==> config.mk <==
export PLATFORM = sky130hd
export DESIGN_NAME = ga21_pal_dma
export DESIGN_NICKNAME = d
export VERILOG_FILES = /design/src/rtl/ga21_pkg.sv /design/src/rtl/ga21_dma_regs.sv /design/src/rtl/ga21_pal_dma.sv
export SDC_FILE = /design/constraint.sdc
export NUM_CORES = 1
export LEC_CHECK = 0
export BUFFER_PORTS_ARGS = -buffer_cell sky130_fd_sc_hd__buf_2
export CORE_MARGIN = 4
export CORE_UTILIZATION = 56
export CTS_CLUSTER_DIAMETER = 30
export DETAILED_ROUTE_END_ITERATION = 8
export GPL_TIMING_DRIVEN = 0
export PLACE_DENSITY = 0.8
export REMOVE_ABC_BUFFERS = 1
export SLEW_MARGIN = 25
export SYNTH_ARGS = -nofsm -noshare
export SYNTH_HDL_FRONTEND = slang
export SYNTH_SLANG_ARGS = --single-unit
export TNS_END_PERCENT = 30
==> constraint.sdc <==
create_clock -name clk -period 2.6 [get_ports clk]
set_input_delay 0.39 -clock clk [delete_from_list [all_inputs] [get_ports clk]]
set_output_delay 0.39 -clock clk [all_outputs]
set_load 0.02 [all_outputs]
==> src/rtl/ga21_pkg.sv <==
// ga21_pkg: shared types and widths for the GA21 palette path.
// Used by ga21_pal_dma and ga21_dma_regs.
package ga21_pkg;

  localparam int PAL_AW = 13;
  localparam int PAL_DW = 16;

  typedef enum logic [2:0] {
    IDLE,
    ARM,
    RUN,
    FLUSH,
    DONE
  } dma_state_t;

endpackage

==> src/rtl/ga21_dma_regs.sv <==
// ga21_dma_regs: active/shadow DMA parameter sets and pending-start flag.
// Fill parameters exist only when GA21_DMA_FILL_EN is defined.
module ga21_dma_regs
  import ga21_pkg::*;
#(
  parameter int AW = PAL_AW
`ifdef GA21_DMA_FILL_EN
  ,
  parameter int DW = PAL_DW
`endif
) (
  input  logic          clk,
  input  logic          reset_n,
  input  logic          i_start,
  input  logic          i_idle,
  input  logic          i_consume,
  input  logic [AW-1:0] i_src,
  input  logic [AW-1:0] i_dst,
  input  logic [AW-1:0] i_len,
`ifdef GA21_DMA_FILL_EN
  input  logic          i_fill,
  input  logic [DW-1:0] i_fval,
  output logic          o_fill,
  output logic [DW-1:0] o_fval,
`endif
  output logic [AW-1:0] o_src,
  output logic [AW-1:0] o_dst,
  output logic [AW-1:0] o_len,
  output logic          o_pend
);

  logic [AW-1:0] r_src;
  logic [AW-1:0] r_dst;
  logic [AW-1:0] r_len;
  logic [AW-1:0] r_sh_src;
  logic [AW-1:0] r_sh_dst;
  logic [AW-1:0] r_sh_len;
  logic          r_pend;
  logic          w_load_port;
  logic          w_load_sh;
  logic          w_to_sh;

  // A start in DONE is loaded straight into the active set.
  assign w_load_port = i_start & (i_idle | i_consume);
  assign w_load_sh   = i_consume & ~i_start;
  assign w_to_sh     = i_start & ~i_idle & ~i_consume;

  always_ff @(posedge clk) begin
    if (!reset_n) begin
      r_src    <= '0;
      r_dst    <= '0;
      r_len    <= '0;
      r_sh_src <= '0;
      r_sh_dst <= '0;
      r_sh_len <= '0;
      r_pend   <= 1'b0;
    end else begin
      if (w_load_port) begin
        r_src <= i_src;
        r_dst <= i_dst;
        r_len <= i_len;
      end else if (w_load_sh) begin
        r_src <= r_sh_src;
        r_dst <= r_sh_dst;
        r_len <= r_sh_len;
      end
      if (w_to_sh) begin
        r_sh_src <= i_src;
        r_sh_dst <= i_dst;
        r_sh_len <= i_len;
        r_pend   <= 1'b1;
      end else if (i_consume) begin
        r_pend <= 1'b0;
      end
    end
  end

`ifdef GA21_DMA_FILL_EN
  logic          r_fill;
  logic [DW-1:0] r_fval;
  logic          r_sh_fill;
  logic [DW-1:0] r_sh_fval;

  always_ff @(posedge clk) begin
    if (!reset_n) begin
      r_fill    <= 1'b0;
      r_fval    <= '0;
      r_sh_fill <= 1'b0;
      r_sh_fval <= '0;
    end else begin
      if (w_load_port) begin
        r_fill <= i_fill;
        r_fval <= i_fval;
      end else if (w_load_sh) begin
        r_fill <= r_sh_fill;
        r_fval <= r_sh_fval;
      end
      if (w_to_sh) begin
        r_sh_fill <= i_fill;
        r_sh_fval <= i_fval;
      end
    end
  end

  assign o_fill = r_fill;
  assign o_fval = r_fval;
`endif

  assign o_src  = r_src;
  assign o_dst  = r_dst;
  assign o_len  = r_len;
  assign o_pend = r_pend;

endmodule

==> src/rtl/ga21_pal_dma.sv <==
// ga21_pal_dma: vblank-gated palette DMA, source buffer -> palette RAM.
// GA21_DMA_FILL_EN adds a constant-fill mode (fill_mode/fill_value).
module ga21_pal_dma
  import ga21_pkg::*;
#(
  parameter int AW = PAL_AW,
  parameter int DW = PAL_DW
) (
  input  logic          clk,
  input  logic          reset_n,
  input  logic          start,
  input  logic [AW-1:0] src_base,
  input  logic [AW-1:0] dst_base,
  input  logic [AW-1:0] len,
  input  logic          vblank_in,
`ifdef GA21_DMA_FILL_EN
  input  logic          fill_mode,
  input  logic [DW-1:0] fill_value,
`endif
  output logic          src_rd,
  output logic [AW-1:0] src_addr,
  input  logic [DW-1:0] src_data,
  output logic          ga21_req,
  output logic          ga21_we,
  output logic [AW-1:0] ga21_addr,
  output logic [DW-1:0] pal_dout,
  output logic          dma_busy,
  output logic          done
);

  dma_state_t    r_state;
  dma_state_t    w_next;
  logic [AW-1:0] r_src;
  logic [AW-1:0] r_dst;
  logic [AW-1:0] r_rem;
  logic          r_wv;
  logic [AW-1:0] w_src;
  logic [AW-1:0] w_dst;
  logic [AW-1:0] w_len;
  logic          w_pend;
  logic          w_consume;
  logic          w_fill;
  logic [DW-1:0] w_fval;
  logic          w_run;
  logic          w_act;
  logic          w_we;

  assign w_consume = (r_state == DONE) & (w_pend | start);

  ga21_dma_regs #(
    .AW(AW)
`ifdef GA21_DMA_FILL_EN
    ,
    .DW(DW)
`endif
  ) u_regs (
    .clk      (clk),
    .reset_n  (reset_n),
    .i_start  (start),
    .i_idle   (r_state == IDLE),
    .i_consume(w_consume),
    .i_src    (src_base),
    .i_dst    (dst_base),
    .i_len    (len),
`ifdef GA21_DMA_FILL_EN
    .i_fill   (fill_mode),
    .i_fval   (fill_value),
    .o_fill   (w_fill),
    .o_fval   (w_fval),
`endif
    .o_src    (w_src),
    .o_dst    (w_dst),
    .o_len    (w_len),
    .o_pend   (w_pend)
  );

`ifndef GA21_DMA_FILL_EN
  assign w_fill = 1'b0;
  assign w_fval = '0;
`endif

  always_ff @(posedge clk) begin
    if (!reset_n) r_state <= IDLE;
    else          r_state <= w_next;
  end

  always_comb begin
    w_next = r_state;
    unique case (r_state)
      IDLE:  if (start) w_next = ARM;
      ARM:   if (vblank_in) w_next = (w_len == '0) ? DONE : RUN;
      RUN:   if (r_rem == AW'(1)) w_next = FLUSH;
      FLUSH: w_next = DONE;
      DONE:  w_next = (w_pend | start) ? ARM : IDLE;
      default: w_next = IDLE;
    endcase
  end

  assign w_run = (r_state == RUN);
  assign w_act = w_run | (r_state == FLUSH);
  // Write strobe trails the read by one cycle to meet src_data.
  assign w_we  = r_wv & w_act;

  always_ff @(posedge clk) begin
    if (!reset_n) begin
      r_src <= '0;
      r_dst <= '0;
      r_rem <= '0;
      r_wv  <= 1'b0;
    end else begin
      r_wv <= w_run;
      if (r_state == ARM) begin
        r_src <= w_src;
        r_dst <= w_dst;
        r_rem <= w_len;
      end
      if (w_run) begin
        r_src <= r_src + AW'(1);
        r_rem <= r_rem - AW'(1);
      end
      if (w_we) r_dst <= r_dst + AW'(1);
    end
  end

  always_comb begin
    src_rd    = 1'b0;
    src_addr  = '0;
    ga21_req  = w_act;
    ga21_we   = w_we;
    ga21_addr = '0;
    pal_dout  = '0;
    dma_busy  = (r_state != IDLE);
    done      = (r_state == DONE);
    if (w_run && !w_fill) begin
      src_rd   = 1'b1;
      src_addr = r_src;
    end
    if (w_we) begin
      ga21_addr = r_dst;
      pal_dout  = w_fill ? w_fval : src_data;
    end
  end

endmodule

## Word level (Yosys, flattened, before mapping)

Cells that the tools add are included.

| storage, ports and cells | value |
|---|---|
| bits of input ports | 59 |
| output and inout port bits | 47 |
| word-level logic and storage cells | 67 |
| flip-flop bits (word level) | 122 |

| operators by class | value |
|---|---|
| muxes and demuxes | 24 |
| reductions and logical operators | 8 |
| $add $sub $neg | 3 |
| bitwise operators | 12 |
| equal/unequal tests | 8 |

Operators by type and width:

| kind | count |
|---|---|
| $mux 13 | 14 |
| $add 13x1->13 const B | 2 |
| $mux 16 | 1 |
| $pmux 3 s5 | 1 |
| $eq 13x1->1 const B | 1 |
| $logic_not 13->1 | 1 |
| $sub 13x1->13 const B | 1 |
| $mux 3 | 4 |
| $reduce_bool 2->1 | 4 |
| $and 1x1->1 | 6 |
| $eq 3x2->1 const B | 2 |
| $mux 1 | 4 |
| $ne 2x2->1 const B | 2 |
| $eq 3x1->1 const B | 1 |
| $eq 3x3->1 const B | 1 |
| $logic_not 3->1 | 1 |
| $not 1->1 | 3 |
| $or 1x1->1 | 3 |
| $reduce_and 3->1 | 1 |
| $reduce_bool 3->1 | 1 |
| $ne 2x1->1 const B | 1 |

## Depth between registers and ports, before layout

Gate-level depths: netlist (run 1).

| logic depth | value |
|---|---|
| depth in word-level cells | 5 |
| gate-level depth with buffers | 8 |
| depth with buffers taken out | 6 |

## Modules after synthesis

From an unflattened synthesis (run 1), not the netlist that was laid out.

| second synthesis, totals | value |
|---|---|
| cell total of the unflattened synthesis | 747 |
| area total of the unflattened synthesis | 5,834.3 µm² |

By module, submodules not included:

| module | area an instance (µm²) | cells an instance | sequential area each (µm²) | times used |
|---|---|---|---|---|
| ga21_dma_regs | 3,101.7 | 392 | 1,581.5 | 1 |
| ga21_pal_dma | 2,732.6 | 355 | 860.8 | 1 |

## Worst setup path after synthesis (run 1)

No wires, ideal clock.

| timing | value |
|---|---|
| kind | register -> output |
| from | reg r_state[1] |
| to | out ga21_addr[10] |
| required time | 2.210 ns |
| slack | 0.520 ns |
| stages on the path, launching flop included | 7 |
| data arrival time | 1.690 ns |
| buffers on the path | 3 |
| path through | dfxtp_1 buf_4 nand3b_1 inv_1 clkbuf_1 clkbuf_1 and2_1 |

| on the way | value |
|---|---|
| word-level cells in the longest chain between the ends | 4 |
| elaborated cells between the ends (all ways) | 5 |
| those cells by class | eq/ne: 2; mux: 1; bitwise: 2 |

Ends and longest elaborated chain:

| item | RTL line | source |
|---|---|---|
| start, declared | ga21_pal_dma.sv:31 | `dma_state_t r_state;` |
| start signal, assigned | ga21_pal_dma.sv:84 | `else r_state <= w_next;` |
| $eq 3x2->1 (on tied branches) | ga21_pal_dma.sv:99, ga21_pal_dma.sv:100 |  |
| $or 1x1->1 (*) | ga21_pal_dma.sv:100 | `assign w_act = w_run \| (r_state == FLUSH);` |
| $and 1x1->1 (*) | ga21_pal_dma.sv:102 | `assign w_we = r_wv & w_act;` |
| named net ga21_we | ga21_pal_dma.sv:24 | `output logic ga21_we,` |
| $mux 13 (*) | ga21_pal_dma.sv:138 | `if (w_we) begin` |
| end, declared | ga21_pal_dma.sv:25 | `output logic [AW-1:0] ga21_addr,` |

The timed path passes the listed nets; every way through them passes the cells marked *.

## Final worst setup path (run 1)

| timing | value |
|---|---|
| from | reg r_state[0] |
| to | out src_addr[6] |

| on the way | value |
|---|---|
| word-level cells in the longest chain between the ends | 2 |

Ends and longest elaborated chain:

| item | RTL line | source |
|---|---|---|
| $eq 3x2->1 | ga21_pal_dma.sv:99 | `assign w_run = (r_state == RUN);` |
| $mux 13 | ga21_pal_dma.sv:134 | `if (w_run && !w_fill) begin` |
| end, declared | ga21_pal_dma.sv:21 | `output logic [AW-1:0] src_addr,` |

No other way between the ends.

==> impl_metrics.ini, run 1 <==
[floorplan]
initial_core_util = 0.586
chipWidth_um = 110
io_pins = 106
fp.dieH_um = 110
num_rows = 36
fp.dieArea_um2 = 12100
core_um2 = 9950

[synth]
synthCells = 720
synth_top_area_frac = 0.419
ys_types = 60
synthArstFlopShare = 0
ys_ff_latch = 122
synth_area_um2 = 5830
ys.flop_type = dfxtp_1
postSynthAreaPerCell_um2 = 8.10
yosys_warnings = 0
synth_seq_area_share = 0.419
synthTopCellsByArea = dfxtp_1 42%, nand2_1 7.1%, mux2i_1 6.7%
synth_edf_count = 0
synth.largest_area_cell = dfxtp_1

[timing]
tns_ns = 0
fin_crit_sh = 0.945
slew_headroom = 0.481
setup-violations-final = 0
fin_skew_ns = 0.00650
drv_slew = 0
worst_pin_slew_ns = 0.772
final.min_clock_period_ns = 2.46
fmax_ghz = 0.407
worst_slack_ns = 0.144
rsz0062_at_grt = no
hold_viol = 0

[place]
place_ws_ns = -0.193
hpwl_um = 10500
port_buffers = 105
dp.cells = 912
place_congestion = 0.917

[final_layout]
diodes = 0
final_cells = 953
final_common_cell = dfxtp_1
area_delta_synth_final_pct = 22.3
fin_nets = 870
layout_common_cells = 120 x dfxtp_1, 110 x nand2_1, 105 x buf_2
fill_cells = 782
layout-drive-gt1-share = 0.210

[clocking]
hold_buffers = 0
cts_buffers = 17
htree_num_levels = 4
clock_latency_ns = 0.53
cts_root_buffer = clkbuf_8
clkTransAtPathRegs_ns = 0.06
cts_tree = done
cts.path.max_buffers = 2
clock-sinks = 122

[setup_path]
worst-setup-path-type = reg2out
max_stage_delay_ns = 0.51
cp-end-kind = output port
cp_slowest_cell = or3b_4
required_ns = 2.21
cp_max_fo = 24
path_depth = 4
cp_top_family = simple AND/OR/NAND/NOR gates
critPathLaunchType = flop
arrival_ns = 2.07
reg2reg_depth = 5
cp_cell_sequence = or3b_4 -> inv_4 -> and2_1 -> buf_2
worst-path-buf-inv = 2

[routing]
drtAntennaViolNets = 0
post_drt_wl_per_cell_um = 16.8
routed-wl-met2_um = 8010
drt_wl_total_um = 16000
avgViaCountPerCell = 5.97
num_vias = 5686
drt-initial-drc-count = 467
top_layer = met4
drt-met1-wl_um = 6710
met3_length_um = 996
drt_first_pass_iters = 6
drc_errors = 0

[global_route]
overflow = 0
grt_pass1_vias = 5342
grt_use_total = 0.266
grt_pass1_wl_um = 25500
antenna_found_initial = 0
grt_max_degree = 61

[pwr]
total_leakage_power_uw = 0.00275
ir_drop_v = 0.000665
powerDensity_nw_per_um2 = 749

[min_path]
hold_class = in2reg
min_path_cells = 3

[run]
max_cap_viol_count = 0

[outcome]
status = finished, final reports clean
-- kinds of logic (layout without fill, tap and decap cells) --
kind of cell / count (synthesis) / in the layout / share of synthesized area
muxes: 40 / 40 / 0.0695
DFF: 122 / 122 / 0.419
xor gates and xnor gates: 4 / 4 / 0.00601
buffers and inverters: 70 / 170 / 0.0474
AOI/OAI and AO/OA: 193 / 193 / 0.213
adders and majority gates: 4 / 4 / 0.00858
and+or+nand+nor: 287 / 287 / 0.237
-- synth_stat cells (all sizes together) (3+ instances only) --
master	n
and2	40
o31a	3
a221oi	3
nand2	111
a31o	3
nor3	8
inv	15
and3	4
a31oi	9
nor2b	4
dfxtp	122
buf	15
nor3b	5
a22oi	8
mux2i	39
a211oi	45
nand2b	5
ha	4
o211ai	8
o21ai	20
a21oi	73
nand3	14
nor2	63
nor4	12
or4	5
nand4	5
clkbuf	40
-- flip-flops by register name (all words and copies together) (netlist names) --
name             count
u_regs.r_sh_len     13
r_src               13
u_regs.o_len        13
u_regs.o_pend        1
r_dst               13
r_state              3
r_wv                 1
u_regs.r_sh_dst     13
r_rem               13
u_regs.r_sh_src     13
u_regs.o_dst        13
u_regs.o_src        13
-- timing repair --
item	in CTS	in global routing
endpoints found under the setup margin	53	35
gates cloned	2	0
buffers inserted	3	4
pin swaps	0	1
gates resized for setup	7	1
-- worst paths after layout --
path / from / endpoint / slack (ns)
worst max-delay path: r_state[0] / src_addr[6] / 0.14
worst min-delay path: dst_base[1] / u_regs.r_sh_dst[1] / 0.11
worst min register to register: u_regs.r_sh_len[6] / u_regs.r_sh_len[6] / 0.45
worst max register to register: r_state[0] / u_regs.o_dst[10] / 0.37
-- worst reg2reg max path: stages, from the launching register on --
cell and delay (ns):
dfxtp_1 0.44, nor2_1 0.52, o211a_4 0.48, buf_12 0.28, mux2i_1 0.13, a211oi_1 0.28
-- layout make-up --
type | instances | area (um2) | area share
multi-input combinational | 528 | 3160 | 0.442
sequential | 122 | 2450 | 0.343
timing repair buffer | 121 | 718 | 0.101
clock buffer | 21 | 449 | 0.0630
tap | 133 | 166 | 0.0233
clock inverter | 11 | 120 | 0.0168
inverter | 15 | 65.1 | 0.00912
timing repair inverter | 2 | 12.5 | 0.00175
-- per-layer routing --
layer,GRT usage,vias up
li1,-,2750
met1,0.331,2711
met2,0.448,193
met3,0.0641,32
met4,0.0971,0
met5,0,-
-- per-stage QoR --
stage               hold WS [ns]  total power, uW   util  area (um2)
floorplan                  0.431             2770      -        5610
detailed placement         0.447             3090  0.652        6490
CTS                       0.0978             5340  0.714        7100
finish                     0.111             5340  0.717        7130
global placement           0.441             3000  0.633        6300
global route               0.109             5560  0.717        7130
-- power breakdown --
| part | internal [uW] | switching, uW | total (uW) |
|---|---|---|---|
| clock network | 1410 | 841 | 2250 |
| registers | 2060 | 173 | 2230 |
| logic | 345 | 517 | 862 |
| total | 3810 | 1530 | 5340 |
No activity file was read; power rests on OpenSTA's default activity.
==> run 2: changes to the inputs <==
Settings changed: MAX_ROUTING_LAYER set to met4.
==> run 2 against run 1 <==
Count of clock-buffer cells in the layout grew 2. Die area is the same. Critical path depth is the same. Clock skew shrank 0.00059 ns. Utilization shrank 0.14 points. Critical path type unchanged. Clock power grew 3%.
==> impl_metrics.ini, run 2 (synthesized netlist as in run 1, its figures left out) <==
[outcome]
status = finished, final reports clean

[place]
hpwl_um = 10300
dp.cells = 912
place_congestion = 0.915
port_buffers = 105
place_ws_ns = -0.174

[global_route]
grt_max_degree = 57
overflow = 0
grt_pass1_wl_um = 26000
busiest_layer = met2
use_met3 = 0.0641
grt_use_met1 = 0.337
antenna_found_initial = 0
use_met2 = 0.461
grt_use_total = 0.280
grt_pass1_vias = 5483

[setup_path]
critPathLaunchType = flop
reg2reg_depth = 5
cp_slowest_cell = or3b_4
required_ns = 2.21
r2r-end = u_regs.o_dst[8]
setup.worst_path.start = r_state[0]
cp-endpoint = src_addr[0]
cp_max_fo = 24
worst-setup-path-type = reg2out
cp-end-kind = output port
r2r_slack_ns = 0.31
max_stage_delay_ns = 0.57
arrival_ns = 2.11
cp_cell_sequence = or3b_4 -> inv_6 -> and2_1 -> buf_2
reg2reg_from = r_state[0]

[final_layout]
fin_nets = 866
area_delta_synth_final_pct = 22.1
layout_common_cells = 120 x dfxtp_1, 110 x nand2_1, 105 x buf_2
layout-drive-gt1-share = 0.204
final_common_cell = dfxtp_1
final_cells = 948
diodes = 0

[clocking]
cts_tree = done
clock-sinks = 122
cts_root_buffer = clkbuf_8
cts_buffers = 17
cts.path.max_buffers = 2
clkTransAtPathRegs_ns = 0.06
clock_latency_ns = 0.52
htree_num_levels = 4

[min_path]
worstHoldStart = len[6]
hold_class = in2reg

[floorplan]
initial_core_util = 0.586
core_um2 = 9950
fp.dieArea_um2 = 12100
io_pins = 106
fp.dieH_um = 110
num_rows = 36
chipWidth_um = 110

[timing]
rsz0062_at_grt = no
slew_headroom = 0.488
worst_slack_ns = 0.0978
fin_skew_ns = 0.00591
hold_viol = 0
fin_crit_sh = 0.962
final.min_clock_period_ns = 2.50
fmax_ghz = 0.400
worst_pin_slew_ns = 0.765
drv_slew = 0
setup-violations-final = 0

[pwr]
ir_drop_v = 0.000679
total_leakage_power_uw = 0.00275
powerDensity_nw_per_um2 = 760

[routing]
avgViaCountPerCell = 5.95
drc_errors = 0
drt_first_pass_iters = 5
drt-initial-drc-count = 417
num_vias = 5637
drt_wl_total_um = 16100
drtAntennaViolNets = 0
post_drt_wl_per_cell_um = 17.0

[run]
max_cap_viol_count = 0
[run 2: cell count changes in the layout (fill, tap and decap cells not counted), sizes merged]
cell,before,now
clkbuf,21,23
clkinvlp,6,3
inv,15,14
buf,121,118
clkinv,5,4
bufinv,2,3
[run 2: timing repair]
| item | 4_1_cts | 5_1_grt |
|---|---|---|
| endpoints found under the setup margin | 53 | 38 |
| gates cloned | 1 | 0 |
| buffers inserted | 4 | 0 |
| resized for setup | 6 | 3 |
| hold buffers | 0 | 0 |
[run 2: worst min path at each step]
stage / slack [ns] / end / cells after the start
after detailed placement: 0.45 / u_regs.r_sh_len[9] / 2
after global placement: 0.44 / u_regs.r_sh_dst[2] / 2
after floorplan: 0.43 / r_dst[3] / 2
after global routing: 0.12 / u_regs.r_sh_src[3] / 3
final: 0.12 / u_regs.r_sh_len[6] / 3
after CTS: 0.10 / u_regs.r_sh_len[9] / 3
[run 2: per-layer routing]
| layer | part of all wire | up-vias | wire length [um] |
|---|---|---|---|
| li1 | - | 2730 | - |
| met3 | 0.068 | 25 | 1090 |
| met1 | 0.42 | 2659 | 6690 |
| met4 | 0.017 | 0 | 280 |
| met5 | 0 | - | 0 |
| met2 | 0.50 | 223 | 8050 |
[run 2: where the power goes]
part           leakage (uW)  total [uW]  switching, uW  internal (uW)
Sequential          0.00100        2230            171           2060
Clock              0.000288        2320            798           1520
Combinational       0.00146         861            521            340
Total               0.00275        5410           1490           3920
[run 2: through the flow]
| step | total power, uW | hold WS, ns | TNS, ns | cell area, um2 | utilization |
|---|---|---|---|---|---|
| global placement | 3000 | 0.441 | -108.47 | 6300 | 0.633 |
| floorplan | 2770 | 0.431 | -5.07 | 5610 | - |
| CTS | 5410 | 0.104 | 0 | 7110 | 0.715 |
| global route | 5630 | 0.116 | 0 | 7120 | 0.715 |
| finish | 5410 | 0.117 | 0 | 7120 | 0.715 |
| detailed placement | 3090 | 0.448 | -2.51 | 6480 | 0.651 |
[run 2: critical path: cells and delay by family (launching register included)]
| kind | cells | cell delay [ns] |
|---|---|---|
| simple gates | 2 | 0.76 |
| buf+inv | 2 | 0.38 |
| flops | 1 | 0.45 |
[run 2: final cells by class]
class | count | area, um2
Multi-Input combinational cell | 528 | 3160
Fill cell | 769 | 2830
Sequential cell | 122 | 2450
Timing Repair Buffer | 118 | 692
Clock buffer | 23 | 467
Tap cell | 133 | 166
Clock inverter | 8 | 118
Inverter | 15 | 67.6
Timing Repair inverter | 1 | 7.51
